==> src/rtl/serial_adder_pkg.sv <==
// Shared types and constants for the serial adder/subtractor.
package serial_adder_pkg;

    typedef enum logic [1:0] {
        IDLE = 2'd0,
        RUN  = 2'd1,
        DONE = 2'd2
    } state_t;

    localparam logic MODE_ADD = 1'b0;
    localparam logic MODE_SUB = 1'b1;

endpackage

==> src/rtl/serial_adder_full_adder.sv <==
// One-bit full adder built from two half adders; the serial adder ripples
// a chain of these across each slice.
module half_adder (
    input  logic x,
    input  logic y,
    output logic s,
    output logic c
);
    assign s = x ^ y;
    assign c = x & y;
endmodule

module full_adder (
    input  logic a,
    input  logic b,
    input  logic cin,
    output logic sum,
    output logic cout
);
    logic s1;
    logic c1;
    logic c2;

    half_adder u_ha0 (.x(a),  .y(b),   .s(s1),  .c(c1));
    half_adder u_ha1 (.x(s1), .y(cin), .s(sum), .c(c2));

    assign cout = c1 | c2;
endmodule

==> src/rtl/serial_adder.sv <==
// Multi-cycle adder/subtractor: BITS_PER_CYCLE bits per clock, LSB slice first,
// carry held in a register between slices, valid/ready on both ends.
module serial_adder
    import serial_adder_pkg::*;
#(
    parameter int WIDTH          = 8,
    parameter int BITS_PER_CYCLE = 1
) (
    input  logic             clk,
    input  logic             rst,
    input  logic             start_valid,
    output logic             start_ready,
    input  logic [WIDTH-1:0] a,
    input  logic [WIDTH-1:0] b,
    input  logic             cin,
    input  logic             mode,
    output logic [WIDTH-1:0] sum,
    output logic             cout,
    output logic             overflow,
    output logic             done_valid,
    input  logic             done_ready,
    output logic             busy
);
    localparam int N     = WIDTH / BITS_PER_CYCLE;
    localparam int CNT_W = (N > 1) ? $clog2(N) : 1;
    localparam logic [CNT_W-1:0] LAST = CNT_W'(N - 1);

    if (BITS_PER_CYCLE < 1 || WIDTH < 2 || (WIDTH % BITS_PER_CYCLE) != 0) begin : g_bad_params
        $error("serial_adder: WIDTH must be >= 2 and divisible by BITS_PER_CYCLE");
    end

    state_t state;
    state_t next_state;

    logic [CNT_W-1:0]          cnt;
    logic                      carry;
    logic [WIDTH-1:0]          a_r;
    logic [WIDTH-1:0]          b_r;
    logic [BITS_PER_CYCLE-1:0] a_sl;
    logic [BITS_PER_CYCLE-1:0] b_sl;
    logic [BITS_PER_CYCLE-1:0] slice_sum;
    logic [BITS_PER_CYCLE:0]   chain;
    logic                      start_hs;
    logic                      done_hs;
    logic                      last;

    assign a_sl     = a_r[cnt*BITS_PER_CYCLE +: BITS_PER_CYCLE];
    assign b_sl     = b_r[cnt*BITS_PER_CYCLE +: BITS_PER_CYCLE];
    assign chain[0] = carry;
    assign last     = (cnt == LAST);
    assign start_hs = start_valid && start_ready;
    assign done_hs  = done_valid && done_ready;

    for (genvar i = 0; i < BITS_PER_CYCLE; i++) begin : g_fa
        full_adder u_fa (
            .a    (a_sl[i]),
            .b    (b_sl[i]),
            .cin  (chain[i]),
            .sum  (slice_sum[i]),
            .cout (chain[i+1])
        );
    end

    always_ff @(posedge clk or posedge rst) begin
        if (rst) begin
            state <= IDLE;
        end else begin
            state <= next_state;
        end
    end

    always_comb begin
        next_state  = state;
        start_ready = 1'b0;
        done_valid  = 1'b0;
        busy        = 1'b0;
        case (state)
            IDLE: begin
                start_ready = 1'b1;
                if (start_hs) next_state = RUN;
            end
            RUN: begin
                busy = 1'b1;
                if (last) next_state = DONE;
            end
            DONE: begin
                busy       = 1'b1;
                done_valid = 1'b1;
                if (done_hs) next_state = IDLE;
            end
            default: next_state = IDLE;
        endcase
    end

    // Operand copies are pure data; they are only read after being loaded.
    always_ff @(posedge clk) begin
        if (state == IDLE && start_hs) begin
            a_r <= a;
            b_r <= (mode == MODE_SUB) ? ~b : b;
        end
    end

    always_ff @(posedge clk or posedge rst) begin
        if (rst) begin
            cnt      <= '0;
            carry    <= 1'b0;
            sum      <= '0;
            cout     <= 1'b0;
            overflow <= 1'b0;
        end else begin
            case (state)
                IDLE: begin
                    if (start_hs) begin
                        carry <= (mode == MODE_ADD) ? cin : 1'b1;
                        cnt   <= '0;
                        sum   <= '0;
                    end
                end
                RUN: begin
                    sum[cnt*BITS_PER_CYCLE +: BITS_PER_CYCLE] <= slice_sum;
                    carry <= chain[BITS_PER_CYCLE];
                    if (last) begin
                        cnt      <= '0;
                        cout     <= chain[BITS_PER_CYCLE];
                        overflow <= chain[BITS_PER_CYCLE] ^ chain[BITS_PER_CYCLE-1];
                    end else begin
                        cnt <= cnt + 1'b1;
                    end
                end
                default: ;
            endcase
        end
    end

endmodule

==> config.mk <==
export PLATFORM = sky130hd
export DESIGN_NAME = serial_adder
export DESIGN_NICKNAME = d
export VERILOG_FILES = /design/src/rtl/serial_adder_pkg.sv /design/src/rtl/serial_adder_full_adder.sv /design/src/rtl/serial_adder.sv
export SDC_FILE = /design/constraint.sdc
export NUM_CORES = 1
export LEC_CHECK = 0
export ABC_AREA = 1
export BUFFER_PORTS_ARGS = -buffer_cell sky130_fd_sc_hd__buf_4
export CAP_MARGIN = 20
export CORE_UTILIZATION = 54
export DETAILED_ROUTE_END_ITERATION = 10
export HOLD_SLACK_MARGIN = 0.15
export PLACE_DENSITY = 0.79
export SYNTH_ARGS = -nofsm -noshare
export SYNTH_HDL_FRONTEND = slang
export SYNTH_HIERARCHICAL = 1
export SYNTH_SLANG_ARGS = --single-unit
==> constraint.sdc <==
create_clock -name clk -period 2.8 [get_ports clk]
set_clock_uncertainty 0.1 [all_clocks]
set_input_delay 0 -clock clk [delete_from_list [all_inputs] [get_ports clk]]
set_output_delay 0 -clock clk [all_outputs]
set_load 0.05 [all_outputs]
==> impl_summary.log, run 1 <==
[metrics] required time of the worst setup path: 2980 ps
[metrics] count of unique library cells instantiated by Yosys: 23
[metrics] die footprint: 3514 sq um
[metrics] insertion delay to the later sink of the worst-skew pair: 340 ps
[metrics] Critical R2R Launch: cnt[0]
[metrics] maximum number of pins on one net before global-route repair: 18
[metrics] leakage power summed over all cells: 1.213 nW
[metrics] YS warnings: 6
[metrics] post-route ant nets: 0
[metrics] DRT Pass-1 Iters: 4
[metrics] area added between synthesis and finish: 38.91%
[metrics] mean routed wirelength per cell: 13.67 microns
[metrics] count of vias placed by the detailed router: 1631
[metrics] net total in the final layout: 308
[metrics] net count after synthesis: about 240
[metrics] delay of the slowest cell on the worst path: 470 ps
[metrics] Num CTS Buffers: 5
[metrics] sequential cell area fraction in the yosys report: approximately 50%
[metrics] most used cells in the layout excluding fill and tap cells: 65 x sky130_fd_sc_hd__nand2_1, 38 x sky130_fd_sc_hd__buf_4, 29 x sky130_fd_sc_hd__dlygate4sd3_1
[metrics] internal power: 1.281 mW
[metrics] family with the most delay on the worst path: simple AND/OR/NAND/NOR gates
[metrics] max-slew violations: 0
[metrics] startpoint kind of the worst setup timing path: flip-flop
[metrics] DRC violations left: 0
[metrics] remaining global-route overflow: 0
[metrics] antenna diode count: 0
[metrics] clock network fraction of design power: 14.6%
[metrics] share of cells above drive strength 1: 19.93%
[metrics] post-route total power: 2.411 mW
[metrics] placed cells: 280
[metrics] CTS tree: done
[metrics] estimated wirelength of the detail-placed design: roughly 2400 microns
[metrics] combinational group share of total power: 56.1%
[metrics] number of global-route vias before repair: 1585
[metrics] number of design-rule violations left by the first detailed-router iteration: 77
[metrics] first-pass GRT wire length: 6879 microns
[metrics] routed via count divided by cell count: ~5
[metrics] height of the die: between 50 and 60 microns
[metrics] Longest Clk Path Bufs: 2
[metrics] R2R setup slack: 230 ps
[metrics] sequential fraction of design power: 29.3%
[metrics] total core area: 3078 sq um
[metrics] most common cell after layout, fill and taps aside: sky130_fd_sc_hd__nand2_1
[metrics] synthesis-stage register bit count: 32
[metrics] gp weighted congestion: between 0.9 and 1
[metrics] TritonCTS Sinks: 32
[metrics] post-route clock period utilization: 91.93%
[metrics] cell chain of the critical path: clkinvlp_4 > o21ai_0 > nand2_1 > nand2_1 > nand2_1 > ha_1 > ha_1 > nand2_1 > nor3b_1 > nand2_1 > nand2_1
[metrics] worst reg2reg path endpoint: sum[6]
[metrics] effective utilization at floorplan: 57.56%
[metrics] fraction of power spent switching nets: 46.85%
[metrics] # fillers: 210
[metrics] class of the worst hold path: input port to asynchronous set/reset pin
[metrics] final setup violation count: 0
[metrics] maximum VDD drop: about 0.00049 V
[metrics] total standard cell area after synthesis: 1772 sq um
[metrics] Hold Violations, Final: 0
[metrics] Chip Width: 59.28 microns
[metrics] total of max-cap violations: 0
[metrics] number of instances in the synthesized netlist: 206
[metrics] pin slew with the least headroom to its limit: 648.1 ps
[metrics] maximum achievable frequency: ~400 MHz
[metrics] Routed Wire Length: around 4400 microns
[metrics] minimum clock period: about 2600 ps
[metrics] result of the run: completed
[metrics] CP Buf/Inv Count: 1
[metrics] worst hold margin: 188.6 ps
[metrics] final non-filler cell total: between 300 and 400
[metrics] buffers added on ports: 34
[metrics] CP endpoint kind: flip-flop
[metrics] unrepaired setup endpoints after global routing: false
[metrics] number of top-level pins: 35
[metrics] deepest level of the CTS H-tree: 2
[metrics] net switching component of the power: 1.130 mW
[metrics] Critical Path Most Common Cell: sky130_fd_sc_hd__nand2_1
[metrics] Data arrival, critical path: 2760 ps
[metrics] Avg Inst Size Synth: 8.600 sq um
[metrics] number of antenna violations at the first check in global routing: 0
[metrics] crit path max-delay cell type: sky130_fd_sc_hd__dfrtp_2
[metrics] Fin Setup TNS: 0 ps
[metrics] Max-slew headroom: 56.75%
[metrics] clock slew seen by the registers of the worst setup and hold paths: around 100 ps
[metrics] global router's overall resource usage: 27.92%
[metrics] root buffer cell: sky130_fd_sc_hd__clkbuf_4
[metrics] total number of placement rows: 20
[metrics] CP max FO: 10
[metrics] power per standard cell area: slightly below 1000 nW/um^2
[metrics] worst-case reg-to-reg path depth: 11
[metrics] Crit Path Class: flip-flop to flip-flop
-- final cells by class --
class	count	area [sq um]	area share (%)
Inverter	23	90.09	3.660
Tap cell	44	55.05	2.237
Multi-Input combinational cell	145	770.7	31.32
Clock inverter	2	35.03	1.423
Sequential cell	32	882.1	35.84
Timing Repair Buffer	68	586.8	23.84
Clock buffer	6	41.29	1.678
-- registers in the layout, indices dropped and copies added, names as in the netlist --
name and cells:
cnt 3, state 2, overflow 1, carry 1
b_r 8, cout 1, a_r 8, sum 8
-- power by group through the flow --
stage / clock network, mW / logic, mW / registers (mW)
detailed placement: 0 / 1.19 / 0.706
global route: 0.381 / 1.49 / 0.717
global placement: 0 / 1.17 / 0.704
finish: 0.351 / 1.35 / 0.706
floorplan: 0 / 0.876 / 0.767
CTS: 0.351 / 1.26 / 0.696
-- metal layers --
| metal | global-route usage (%) | up-vias | part of all wire [%] |
|---|---|---|---|
| li1 | - | 800 | - |
| met1 | 29.96 | 759 | 39 |
| met2 | 49.44 | 59 | 53 |
| met3 | 7.642 | 13 | 4.6 |
| met4 | 14.97 | 0 | 3.5 |
| met5 | 0 | - | 0 |
-- tightest hold or removal path, stage by stage --
cell and delay, ps:
sky130_fd_sc_hd__dlygate4sd3_1 540, sky130_fd_sc_hd__buf_4 130, sky130_fd_sc_hd__inv_1 450
-- synthesized netlist by cell type --
library cell,number,area (sq um)
sky130_fd_sc_hd__a21oi_1,1,5.000
sky130_fd_sc_hd__buf_2,4,20.02
sky130_fd_sc_hd__buf_4,1,7.510
sky130_fd_sc_hd__buf_6,1,11.26
sky130_fd_sc_hd__dfrtp_1,16,400.4
sky130_fd_sc_hd__edfxtp_1,16,480.5
sky130_fd_sc_hd__ha_1,11,137.6
sky130_fd_sc_hd__inv_1,21,78.83
sky130_fd_sc_hd__inv_2,2,7.510
sky130_fd_sc_hd__mux2_2,1,11.26
sky130_fd_sc_hd__nand2_1,66,247.7
sky130_fd_sc_hd__nand3_1,5,25.02
sky130_fd_sc_hd__nand3_2,1,10.01
sky130_fd_sc_hd__nand4_1,5,31.28
sky130_fd_sc_hd__nor2_1,23,86.33
sky130_fd_sc_hd__nor3_1,2,10.01
sky130_fd_sc_hd__nor3b_1,1,7.510
sky130_fd_sc_hd__o211ai_1,1,7.510
sky130_fd_sc_hd__o21ai_0,17,85.08
sky130_fd_sc_hd__o21ai_4,1,16.27
sky130_fd_sc_hd__o22ai_1,1,6.260
sky130_fd_sc_hd__xnor2_1,1,8.760
sky130_fd_sc_hd__xor2_1,8,70.07
-- repair_timing --
item	CTS	global route
resized for setup	0	9
hold endpoints to repair	46	0
hold buffers	30	0
setup endpoints to repair	0	2
setup buffers	0	3
-- cells by family after synthesis --
| family | Yosys count | share of synthesized area, % |
|---|---|---|
| fa+ha+maj | 11 | 7.768 |
| buf+inv | 29 | 7.063 |
| mux | 1 | 0.6355 |
| simple gates | 103 | 23.59 |
| compound gates | 21 | 6.780 |
| flops | 32 | 49.72 |
| xor+xnor | 9 | 4.449 |
-- how the worst max path moves through the flow --
stage / from / end / slack, ps / cells past startpoint
6_report: cnt[0] / sum[6] / 230 / 11
2_1_floorplan: cnt[0] / sum[2] / 710 / 13
5_1_grt: cnt[0] / sum[6] / 100 / 11
3_3_place_gp: cnt[0] / sum[2] / 480 / 11
3_5_place_dp: cnt[0] / sum[6] / 350 / 11
4_1_cts: cnt[0] / carry / 40 / 12
-- stage by stage --
step,util [%],setup WS (ps),instance area (sq um)
after floorplan,-,708.4,1772
after global placement,66.87,479.7,2058
after detailed placement,66.87,351.7,2058
after CTS,79.11,43.48,2435
after global routing,79.96,101.2,2461
final,79.96,226.1,2461
Power figures use the tool's default switching activity.
==> inputs of run 2 (changes only) <==
--- a/config.mk
+++ b/config.mk
@@ -8,6 +8,7 @@
 export ABC_AREA = 1
 export BUFFER_PORTS_ARGS = -buffer_cell sky130_fd_sc_hd__buf_4
 export CAP_MARGIN = 20
+export CORE_MARGIN = 2
 export CORE_UTILIZATION = 54
 export DETAILED_ROUTE_END_ITERATION = 10
 export HOLD_SLACK_MARGIN = 0.15
==> run 2 against run 1 <==
Sequential cell count unchanged; clock power up 1%; sequential share of layout area hardly changed; worst setup slack gained 24 ps; worst hold slack improved by 11 ps; largest power group unchanged.
==> impl_summary.log, run 2 (synthesis gave the netlist of run 1 again) <==
[metrics] Crit Path Class: flip-flop to flip-flop
[metrics] post-route ant nets: 0 (unchanged)
[metrics] total number of placement rows: 20 (unchanged)
[metrics] count of vias placed by the detailed router: 1602 (-1.8%)
[metrics] unrepaired setup endpoints after global routing: false
[metrics] clock network fraction of design power: 14.9% (+0.3 points)
[metrics] maximum number of pins on one net before global-route repair: 18 (unchanged)
[metrics] power per standard cell area: 971.7 nW/um^2 (-0.79%)
[metrics] Critical Path Most Common Cell: sky130_fd_sc_hd__nand2_1
[metrics] registers with the highest flip-flop counts: a_r: 8 flops, b_r: 8 flops, sum: 8 flops
[metrics] estimated wirelength of the detail-placed design: 2455 microns (+2.7%)
[metrics] delay of the slowest cell on the worst path: 450 ps (-20 ps)
[metrics] Hold Violations, Final: 0 (unchanged)
[metrics] clock slew seen by the registers of the worst setup and hold paths: 100 ps (about the same)
[metrics] Longest Clk Path Bufs: 2 (unchanged)
[metrics] gp weighted congestion: 0.9164 (-1.1%)
[metrics] antenna diode count: 0 (unchanged)
[metrics] area added between synthesis and finish: 38.77%
[metrics] highest routed layer: met4
[metrics] buffers added on ports: 34 (unchanged)
[metrics] share of cells above drive strength 1: 19.93% (unchanged)
[metrics] minimum clock period: 2550 ps (-24.13 ps)
[metrics] required time of the worst setup path: 2990 ps (about the same)
[metrics] final setup violation count: 0 (unchanged)
[metrics] Max-slew headroom: 57.54% (+0.79 points)
[metrics] max-slew violations: 0 (unchanged)
[metrics] wire length on met1: 1778 microns (+5.2%)
[metrics] maximum VDD drop: 0.0004243 V (-13%)
[metrics] number of global-route vias before repair: 1601 (+1.0%)
[metrics] leakage power summed over all cells: 1.212 nW (about the same)
[metrics] routed via count divided by cell count: 5.006 (-1.8%)
[metrics] net total in the final layout: 308 (unchanged)
[metrics] combinational group share of total power: 55.6% (-0.5 points)
[metrics] fraction of power spent switching nets: 46.79% (-0.064 points)
[metrics] total area of multi-input combinational cells: 770.7 sq um (unchanged)
[metrics] die footprint: 3755 sq um (+6.9%)
[metrics] TritonCTS Sinks: 32 (unchanged)
[metrics] total of max-cap violations: 0 (unchanged)
[metrics] CTS tree: done
[metrics] mean routed wirelength per cell: 13.47 microns (-1.4%)
[metrics] number of design-rule violations left by the first detailed-router iteration: 76 (-1.3%)
[metrics] Data arrival, critical path: 2740 ps (-20 ps)
[metrics] class of the worst hold path: input port to asynchronous set/reset pin
[metrics] routed length on met3: 218 microns (+9.0%)
[metrics] cell chain of the critical path: clkinvlp_4 > clkbuf_2 > o21ai_0 > nand2_1 > nand2_1 > nand2_1 > ha_1 > ha_1 > nand2_1 > nor3b_1 > nand2_1 > nand2_1
[metrics] number of antenna violations at the first check in global routing: 0 (unchanged)
[metrics] Num CTS Buffers: 5 (unchanged)
[metrics] insertion delay to the later sink of the worst-skew pair: 350 ps (about the same)
[metrics] # fillers: 208 (-0.95%)
[metrics] post-route total power: 2.389 mW (-0.89%)
[metrics] most common cell after layout, fill and taps aside: sky130_fd_sc_hd__nand2_1
[metrics] root buffer cell: sky130_fd_sc_hd__clkbuf_4
[metrics] maximum achievable frequency: 392.2 MHz (+0.95%)
[metrics] CP endpoint kind: flip-flop
[metrics] net switching component of the power: 1.118 mW (-1.0%)
[metrics] Routed Wire Length: 4311 microns (-1.4%)
[metrics] register area: 882.1 sq um (unchanged)
[metrics] pin slew with the least headroom to its limit: 636.3 ps (-11.80 ps)
[metrics] number of top-level pins: 35 (unchanged)
[metrics] global router's overall resource usage: 26.40% (-1.5 points)
[metrics] height of the die: 61.28 microns (+3.4%)
[metrics] remaining global-route overflow: 0 (unchanged)
[metrics] first-pass GRT wire length: 6975 microns (+1.4%)
[metrics] Fin Setup TNS: 0 ps (unchanged)
[metrics] total core area: 3078 sq um (unchanged)
[metrics] internal power: 1.271 mW (-0.77%)
[metrics] DRC violations left: 0 (unchanged)
[metrics] CP max FO: 7 (-3)
[metrics] Chip Width: 61.28 microns (+3.4%)
[metrics] CP Buf/Inv Count: 2 (+1)
[metrics] deepest level of the CTS H-tree: 2 (unchanged)
[metrics] startpoint kind of the worst setup timing path: flip-flop
[metrics] crit path max-delay cell type: sky130_fd_sc_hd__dfrtp_2
[metrics] family with the most delay on the worst path: simple AND/OR/NAND/NOR gates
[metrics] result of the run: completed
[metrics] DRT Pass-1 Iters: 4 (unchanged)
[metrics] worst hold margin: 199.3 ps (+10.68 ps)
[metrics] post-route clock period utilization: 91.06% (-0.86 points)
[metrics] most used cells in the layout excluding fill and tap cells: 65 x sky130_fd_sc_hd__nand2_1, 37 x sky130_fd_sc_hd__buf_4, 29 x sky130_fd_sc_hd__dlygate4sd3_1
[metrics] met2 wirelength from detailed routing: 2187 microns (-6.2%)
[metrics] effective utilization at floorplan: 57.56% (unchanged)
[metrics] sequential fraction of design power: 29.5% (+0.2 points)
run 2: changes by cell type in the layout (fill, tap and decap cells not counted):
cell,delta
sky130_fd_sc_hd__buf_4,-1
sky130_fd_sc_hd__clkbuf_2,+1
sky130_fd_sc_hd__o21ai_1,-1
sky130_fd_sc_hd__o21ai_0,+1
run 2: final timing paths:
| kind | from | to | slack, ps | cells after the start |
|---|---|---|---|---|
| worst max-delay path | cnt[0] | sum[6] | 250 | 12 |
| min in group clk | a[4] | a_r[4] | 260 | 2 |
| max in group asynchronous | rst | cnt[0] | 1960 | 3 |
| worst min-delay path | rst | cnt[2] | 200 | 3 |
| worst min register to register | sum[5] | sum[5] | 380 | 2 |
| worst max register to register | cnt[0] | sum[6] | 250 | 12 |
run 2: worst min-delay path, stage by stage:
cell and delay [ps]:
sky130_fd_sc_hd__dlygate4sd3_1 540, sky130_fd_sc_hd__buf_4 130, sky130_fd_sc_hd__inv_1 460
run 2: power by group through the flow:
stage | Sequential, mW | Clock (mW) | Combinational, mW
global placement | 0.700 | 0 | 1.17
CTS | 0.694 | 0.354 | 1.26
global route | 0.719 | 0.377 | 1.49
floorplan | 0.767 | 0 | 0.876
detailed placement | 0.704 | 0 | 1.19
finish | 0.705 | 0.355 | 1.33
run 2: final cells by class:
cell class / instances / share of cell area, %
Tap cell: 44 / 2.239
Timing Repair Buffer: 68 / 23.77
Sequential cell: 32 / 35.88
Multi-Input combinational cell: 145 / 31.35
Inverter: 23 / 3.664
Clock buffer: 6 / 1.679
Clock inverter: 2 / 1.425
run 2: layer usage:
| layer | vias up | GRT usage (%) |
|---|---|---|
| li1 | 799 | - |
| met1 | 727 | 29.39 |
| met2 | 61 | 46.81 |
| met3 | 15 | 6.303 |
| met4 | 0 | 13.35 |
| met5 | - | 0 |
run 2: per-stage QoR:
stage | utilization [%] | std cells | cell area (sq um) | worst slack (ps)
after floorplan | - | 206 | 1772 | 708.4
after CTS | 78.86 | 317 | 2427 | 32.35
final | 79.88 | 320 | 2459 | 250.2
after global routing | 79.88 | 320 | 2459 | 98.16
after global placement | 66.63 | 279 | 2051 | 526.6
after detailed placement | 66.63 | 279 | 2051 | 379.0
run 2: what timing repair did:
item / in CTS / in global routing
setup buffers: 0 / 4
gates resized for setup: 0 / 8
endpoints found under the hold margin: 46 / 0
setup endpoints to repair: 0 / 1
hold buffers: 30 / 0
